<file path="config.mk">
export PLATFORM = sky130hd
export DESIGN_NAME = serial_subtractor
export DESIGN_NICKNAME = d
export VERILOG_FILES = /design/src/rtl/serial_subtractor.sv
export SDC_FILE = /design/constraint.sdc
export NUM_CORES = 1
export LEC_CHECK = 0
export CAP_MARGIN = 20
export CORE_MARGIN = 10
export CORE_UTILIZATION = 55
export CTS_CLUSTER_DIAMETER = 100
export DETAILED_ROUTE_END_ITERATION = 8
export DONT_BUFFER_PORTS = 1
export PLACE_DENSITY_LB_ADDON = 0.2
export RECOVER_POWER = 25
export SLEW_MARGIN = 20
export SYNTH_ARGS = -nofsm -noshare
export SYNTH_HDL_FRONTEND = slang
export SYNTH_SLANG_ARGS = --single-unit
</file>
<file path="constraint.sdc">
create_clock -name clk -period 4.92 [get_ports clk]
set_input_delay 0.738 -clock clk [delete_from_list [all_inputs] [get_ports clk]]
set_output_delay 0.738 -clock clk [all_outputs]
set_load 0.05 [all_outputs]
</file>
<file path="src/rtl/serial_subtractor.sv">
// rtl/serial_subtractor.sv - bit-serial LSB-first subtractor computing A-B-Bin
//
// Optional feature macro: SERIAL_SUB_FLAGS_EN adds the registered Zero/Neg/Ovf outputs.
//
// Ports:
//   clk    in   clock, all state changes on its rising edge
//   rst    in   asynchronous active-high reset
//   Start  in   operation request, sampled only while Ready=1
//   A      in   minuend, captured on accepted Start
//   B      in   subtrahend, captured on accepted Start
//   Bin    in   borrow-in, captured on accepted Start
//   Ready  out  high only while idle
//   Diff   out  A-B-Bin modulo 2^WIDTH, held from Done until the next accepted Start
//   Bout   out  final borrow-out
//   Done   out  one-cycle pulse marking Diff/Bout valid
//   Zero   out  (flags build) Diff==0
//   Neg    out  (flags build) Diff[WIDTH-1]
//   Ovf    out  (flags build) signed overflow of the subtraction
module serial_subtractor #(
    parameter int WIDTH = 8
) (
    input  logic             clk,
    input  logic             rst,
    input  logic             Start,
    input  logic [WIDTH-1:0] A,
    input  logic [WIDTH-1:0] B,
    input  logic             Bin,
    output logic             Ready,
    output logic [WIDTH-1:0] Diff,
    output logic             Bout,
`ifdef SERIAL_SUB_FLAGS_EN
    output logic             Zero,
    output logic             Neg,
    output logic             Ovf,
`endif
    output logic             Done
);

    localparam int CW = $clog2(WIDTH) + 1;

    typedef enum logic [1:0] {IDLE, SHIFT, DONE} state_t;

    state_t           state_q, state_d;
    logic [WIDTH-1:0] a_q, a_d;
    logic [WIDTH-1:0] b_q, b_d;
    logic [WIDTH-1:0] res_q, res_d;
    logic [WIDTH-1:0] diff_q, diff_d;
    logic             br_q, br_d;
    logic             bout_q, bout_d;
    logic [CW-1:0]    cnt_q, cnt_d;
    logic             bit_d;
`ifdef SERIAL_SUB_FLAGS_EN
    // Operand sign bits are lost as the shift registers drain, so keep them.
    logic             a_msb_q, a_msb_d;
    logic             b_msb_q, b_msb_d;
    logic             zero_q, zero_d;
    logic             neg_q, neg_d;
    logic             ovf_q, ovf_d;
`endif

    always_ff @(posedge clk or posedge rst) begin
        if (rst) begin
            state_q <= IDLE;
            a_q     <= '0;
            b_q     <= '0;
            res_q   <= '0;
            diff_q  <= '0;
            br_q    <= 1'b0;
            bout_q  <= 1'b0;
            cnt_q   <= '0;
`ifdef SERIAL_SUB_FLAGS_EN
            a_msb_q <= 1'b0;
            b_msb_q <= 1'b0;
            zero_q  <= 1'b0;
            neg_q   <= 1'b0;
            ovf_q   <= 1'b0;
`endif
        end else begin
            state_q <= state_d;
            a_q     <= a_d;
            b_q     <= b_d;
            res_q   <= res_d;
            diff_q  <= diff_d;
            br_q    <= br_d;
            bout_q  <= bout_d;
            cnt_q   <= cnt_d;
`ifdef SERIAL_SUB_FLAGS_EN
            a_msb_q <= a_msb_d;
            b_msb_q <= b_msb_d;
            zero_q  <= zero_d;
            neg_q   <= neg_d;
            ovf_q   <= ovf_d;
`endif
        end
    end

    always_comb begin
        state_d = state_q;
        a_d     = a_q;
        b_d     = b_q;
        res_d   = res_q;
        diff_d  = diff_q;
        br_d    = br_q;
        bout_d  = bout_q;
        cnt_d   = cnt_q;
        bit_d   = 1'b0;
`ifdef SERIAL_SUB_FLAGS_EN
        a_msb_d = a_msb_q;
        b_msb_d = b_msb_q;
        zero_d  = zero_q;
        neg_d   = neg_q;
        ovf_d   = ovf_q;
`endif
        case (state_q)
            IDLE: begin
                if (Start) begin
                    a_d     = A;
                    b_d     = B;
                    br_d    = Bin;
                    cnt_d   = '0;
                    state_d = SHIFT;
`ifdef SERIAL_SUB_FLAGS_EN
                    a_msb_d = A[WIDTH-1];
                    b_msb_d = B[WIDTH-1];
`endif
                end
            end
            SHIFT: begin
                if (cnt_q == CW'(WIDTH)) begin
                    // All bits consumed: publish the result on the way to DONE,
                    // which lands Done one cycle after the WIDTH-th bit.
                    diff_d  = res_q;
                    bout_d  = br_q;
                    state_d = DONE;
`ifdef SERIAL_SUB_FLAGS_EN
                    zero_d  = (res_q == '0);
                    neg_d   = res_q[WIDTH-1];
                    ovf_d   = (a_msb_q != b_msb_q) && (res_q[WIDTH-1] != a_msb_q);
`endif
                end else begin
                    bit_d = a_q[0] ^ b_q[0] ^ br_q;
                    br_d  = (~a_q[0] & b_q[0]) | (~(a_q[0] ^ b_q[0]) & br_q);
                    a_d   = a_q >> 1;
                    b_d   = b_q >> 1;
                    res_d = {bit_d, res_q[WIDTH-1:1]};
                    cnt_d = cnt_q + CW'(1);
                end
            end
            DONE: begin
                state_d = IDLE;
            end
            default: begin
                state_d = IDLE;
            end
        endcase
    end

    assign Ready = (state_q == IDLE);
    assign Done  = (state_q == DONE);
    assign Diff  = diff_q;
    assign Bout  = bout_q;
`ifdef SERIAL_SUB_FLAGS_EN
    assign Zero  = zero_q;
    assign Neg   = neg_q;
    assign Ovf   = ovf_q;
`endif

endmodule

</file>
==> qor.csv, run 1 <==
metric;value;unit
status;finished with violations;
failed_checks;max-capacitance violations, max-slew violations;
cp_top_family;simple AND/OR/NAND/NOR gates;
rows;21;
cts_setup_buffers;0;
final_cell_area;1960;um2
fmaxAchievable;0.413;GHz
cp.required;4180;ps
ys_seq_area_share;54.0;%
hold_slack;503;ps
powerDensity;790;nW/um2
vias_per_cell;5.45;
peakVddDrop;0.408;mV
htreeDepth;2;
cap_violations;1;
placed_area;1880;um2
num-fill-cells;275;
clk_path_buf_depth;2;
antenna_cells;0;
layout_commonest_cell;dfrtp_1;
drtAntennaViolNets;0;
drive_above_1_share;43.1;%
internal-power;0.000953;W
numCtsBuffers;5;
grt_pass1_vias;1021;
initial_utilization;56.5;%
synth_xor_area_share;0;%
first_pass_iters;4;
final_cell_mix;dfrtp_1 (40), mux2_2 (30), mux2_4 (13);
end_kind;output pin;
grt_pass1_wl;5180;um
arrival;1680;ps
area.growth.synth_to_final;5.60;%
setup_violations;0;
syn_inst;124;
seqPwrFrac;46.2;%
via_count;960;
antenna_found_initial;0;
crit_chain;nor2_1;
relSlewSlack;-38.4;%
coreArea;3280;um2
pre_cts_slack;2880;ps
insertion_delay;350;ps
die_area;6090;um2
yosysTopAreaCell;dfrtp_1;
ys_ff_latch;40;
cts_tree;built;
muxShareOfSynthArea;30.4;%
clkTransAtPathRegs;110;ps
drtIter0Drc;51;
leakage;0.919;nW
die_x;78.1;um
grt_start_max_net_pins;41;
clockRootBuffer;clkbuf_4;
wire_per_inst;17.4;um
yosys-top-cells-area;dfrtp_1 (54%), mux2_2 (18%), mux2_4 (11%), mux2i_1 (1.6%), ha_1 (1.3%);
ys_warn_count;0;
worst-path-buf-inv;0;
cts_sinks;40;
critPathSlowestCell;nor2_1;
cts_resized;0;
rsz0062_at_grt;no;
comb_power_share;40.1;%
skew;4.15;ps
post-dp-hpwl;2220;um
wirelength;3060;um
tns;0;ps
globalplace.congestion;0.715;
die_y;78.1;um
hold_violations;0;
syn-num-nets;147;
grt_overflow;0;
synth_fa_ha_area_share;2.43;%
drv_slew;41;
period_needed;2420;ps
setup_ws;2500;ps
synth_top_family_by_area;multiplexers;
synth_compound_area_share;3.78;%
syn_area_per_cell;15.0;um2
synthDistinctLibCells;28;
p_clk_share;13.7;%
utilization;59.6;%
worst_slew_pin_slew;2080;ps
crit_fanout;8;
cts_hold_buf;0;
sw_frac_of_total;38.3;%
drc;0;
fin_nets;152;
netlist_area;1850;um2
register_area;1000;um2
period_share;49.2;%
hp-class;reg2reg;
start_kind;register;
multi_input_area;788;um2
yosys.area.top_type_share;54.0;%
io_buffers;0;
critical_path_class;reg2out;
io_pins;31;
grt_use_total;10.8;%
cpPeakStageDelay;840;ps
power.switching;0.000593;W
synth_simple_gate_area_share;5.94;%
-- cells by family (layout without fill, tap and decap cells) --
| group | after synthesis | count (layout) |
|---|---|---|
| fa+ha+maj | 3 | 3 |
| simple gates | 16 | 16 |
| compound gates | 10 | 10 |
| flops | 40 | 40 |
| buf+inv | 9 | 15 |
| mux | 46 | 46 |
-- power groups by stage --
stage               Clock (W)  Combinational (W)  Sequential (W)
floorplan                   0           0.000586        0.000690
global placement            0           0.000612        0.000716
detailed placement          0           0.000632        0.000726
CTS                  0.000222           0.000635        0.000718
global route         0.000236           0.000689        0.000737
finish               0.000212           0.000620        0.000715
-- metrics by stage --
stage / cells / power (W)
final: 176 / 0.00155
after floorplan: 124 / 0.00128
after detailed placement: 168 / 0.00136
after global placement: 168 / 0.00133
after global routing: 176 / 0.00166
after CTS: 176 / 0.00157
-- Yosys cell counts, drive strengths merged --
cell type	count
ha	2
dfrtp	40
o21bai	1
nor3	1
buf	3
mux2	43
fa	1
a21oi	1
and2b	1
a32o	2
a211o	1
nand3b	1
and3	1
nor3b	1
nor2	2
o21ai	4
mux2i	3
a21o	1
nand2	1
nor2b	2
clkinv	1
nand3	4
inv	5
and3b	1
nand2b	1
-- routing by layer --
| layer | track usage (%) | vias up | part of all wire, % |
|---|---|---|---|
| met3 | 6.72 | 5 | 9.8 |
| met2 | 15.6 | 27 | 45 |
| li1 | - | 453 | - |
| met1 | 12.8 | 475 | 43 |
| met4 | 3.76 | 0 | 1.5 |
| met5 | 0 | - | 0 |
-- cell type report --
cell class,instances,share of cell area (%)
sequential,40,51.1
clock buffer,5,1.92
clock inverter,3,2.17
multi-input combinational,75,40.3
inverter,6,1.41
tap,46,2.94
timing repair buffer,1,0.192
-- sequential cells by signal, summed over array words and instances, names as in the netlist --
name,count
Bout,1
Diff,8
a_q,8
b_q,8
br_q,1
cnt_q,4
res_q,8
state_q,2
-- path summary, 6_finish.rpt --
path / end / startpoint / cells past startpoint / slack, ps
setup / recovery: Ready / state_q[0] / 1 / 2500
hold / removal: a_q[7] / a_q[7] / 1 / 500
setup reg to reg: a_q[2] / cnt_q[0] / 6 / 3190
hold reg to reg: a_q[7] / a_q[7] / 1 / 500
max in group asynchronous: cnt_q[3] / rst / 2 / 2720
min in group asynchronous: b_q[4] / rst / 2 / 1020
(Power assumes the default switching activity.)
==> inputs of run 2 (changes only) <==
==> constraint.sdc (replaced) <==
create_clock -name clk -period 2.07 [get_ports clk]
set_input_delay 0.3105 -clock clk [delete_from_list [all_inputs] [get_ports clk]]
set_output_delay 0.3105 -clock clk [all_outputs]
set_load 0.05 [all_outputs]
==> run 2 against run 1 <==
Against the previous run: routed wire length up 2.4%; clock skew increased by 2.6 ps; the run now ends clean; critical path depth rose by 5.
==> qor.csv, run 2 (synthesis gave the netlist of run 1 again) <==
metric;value;unit;change
peakVddDrop;0.839;mV;+110%
cts_sinks;40;;unchanged
io_pins;31;;unchanged
critical_path_class;reg2reg;;
fin_nets;155;;+2.0%
cap_violations;0;;-1
post-dp-hpwl;2290;um;+3.2%
period_needed;1760;ps;
hold_depth;1;;unchanged
crit_fanout;18;;+10
critPathSlowestCell;dfrtp_1;;
fmaxAchievable;0.569;GHz;
insertion_delay;350;ps;about the same
cp.required;2320;ps;-1860 ps
drtIter0Drc;66;;+29%
hp-class;in2reg;;
clk_path_buf_depth;2;;unchanged
r2r_end;a_q[1];;
grt_use_total;11.1;%;+0.36 points
htreeDepth;2;;unchanged
r2r_cells;6;;unchanged
grt_overflow;0;;unchanged
grt_start_max_net_pins;41;;unchanged
antenna_cells;0;;unchanged
hold_end;b_q[7];;
status;complete, no violations;;
arrival;2000;ps;+320 ps
first_pass_iters;4;;unchanged
io_buffers;0;;unchanged
cts_setup_buffers;0;;unchanged
p_total;0.00371;W;+140%
cpPeakStageDelay;400;ps;-440 ps
relSlewSlack;36.8;%;+75 points
powerDensity;1870;nW/um2;+140%
setup_violations;0;;unchanged
rows;21;;unchanged
numCtsBuffers;5;;unchanged
cts_tree;built;;
wire_per_inst;17.5;um;+0.67%
pre_cts_slack;332;ps;-2550 ps
timing.reg2reg.setup_slack;310;ps;-2880 ps
start_kind;register;;
drive_above_1_share;44.4;%;+1.3 points
drtAntennaViolNets;0;;unchanged
setup_ws;314;ps;-2190 ps
antenna_found_initial;0;;unchanged
placed_area;1900;um2;+0.80%
clockRootBuffer;clkbuf_4;;
hold_violations;0;;unchanged
wirelength;3130;um;+2.4%
grt_pass1_vias;1075;;+5.3%
rsz0062_at_grt;no;;
area.growth.synth_to_final;7.02;%;
die_area;6090;um2;unchanged
grt_pass1_wl;5370;um;+3.7%
globalplace.congestion;0.742;;+3.7%
drv_slew;0;;-100%
final_cell_mix;dfrtp_1 (40), mux2_2 (30), mux2_4 (13);;
min-delay-start;Start;;
hold_slack;117;ps;-387 ps
clkTransAtPathRegs;120;ps;about the same
die_x;78.1;um;unchanged
skew;6.74;ps;+2.59 ps
worst-path-buf-inv;2;;+2
vias_per_cell;5.57;;+2.1%
tns;0;ps;unchanged
cp_top_family;flip-flops;;
period_share;84.8;%;
layout_commonest_cell;dfrtp_1;;
r2r-start;cnt_q[0];;
leakage;0.937;nW;+1.9%
initial_utilization;56.5;%;unchanged
crit_chain;inv_1 -> ha_1 -> and3b_1 -> a21o_2 -> clkinv_4 -> mux2_2;;
via_count;997;;+3.9%
final_cell_area;1980;um2;+1.3%
worst_slew_pin_slew;948;ps;-1130 ps
die_y;78.1;um;unchanged
drc;0;;unchanged
end_kind;register;;
coreArea;3280;um2;unchanged
run 2: layer usage:
layer  vias to the layer above  part of all wire (%)  track usage (%)
met5                         -                     0                0
met4                         0                   1.8             4.30
met3                         7                    11             7.06
met2                        29                    46             16.3
met1                       502                    41             12.9
li1                        459                     -                -
run 2: through the flow:
| step | util (%) | cells |
|---|---|---|
| after floorplan | - | 124 |
| after global placement | 57.8 | 170 |
| after detailed placement | 57.8 | 170 |
| after CTS | 60.5 | 179 |
| after global routing | 60.4 | 179 |
| final | 60.4 | 179 |
run 2: worst max path at each step:
| stage | start | end | slack (ps) | depth (start not counted) |
|---|---|---|---|---|
| finish | cnt_q[0] | a_q[1] | 310 | 6 |
| global route | cnt_q[0] | a_q[1] | 240 | 6 |
| CTS | cnt_q[0] | a_q[1] | 320 | 6 |
| detailed placement | cnt_q[0] | Diff[4] | 330 | 5 |
| global placement | cnt_q[0] | a_q[2] | 400 | 6 |
| floorplan | cnt_q[0] | b_q[1] | 440 | 7 |
run 2: area by class of cell:
type	instances	area, um2
Clock buffer	5	37.5
Clock inverter	3	42.5
Fill cell	283	1300
Inverter	6	27.5
Multi-Input combinational cell	75	788
Sequential cell	40	1000
Tap cell	46	57.6
Timing Repair Buffer	4	30.0
run 2: report_power, final:
group | switching [W] | internal [W]
combinational | 0.000622 | 0.000883
clock | 0.000254 | 0.000252
sequential | 0.000552 | 0.00115
total | 0.00143 | 0.00228
run 2: timing repair:
| item | in CTS | in global routing |
|---|---|---|
| hold endpoints to repair | 40 | 0 |
| gates resized for setup | 0 | 0 |
| hold buffers | 1 | 0 |
run 2: worst reg2reg max path, cell delays in order, from the launching register on:
cell and delay [ps]:
dfrtp_1 400, inv_1 80, ha_1 220, and3b_1 160, a21o_2 260, clkinv_4 170
mux2_2 360
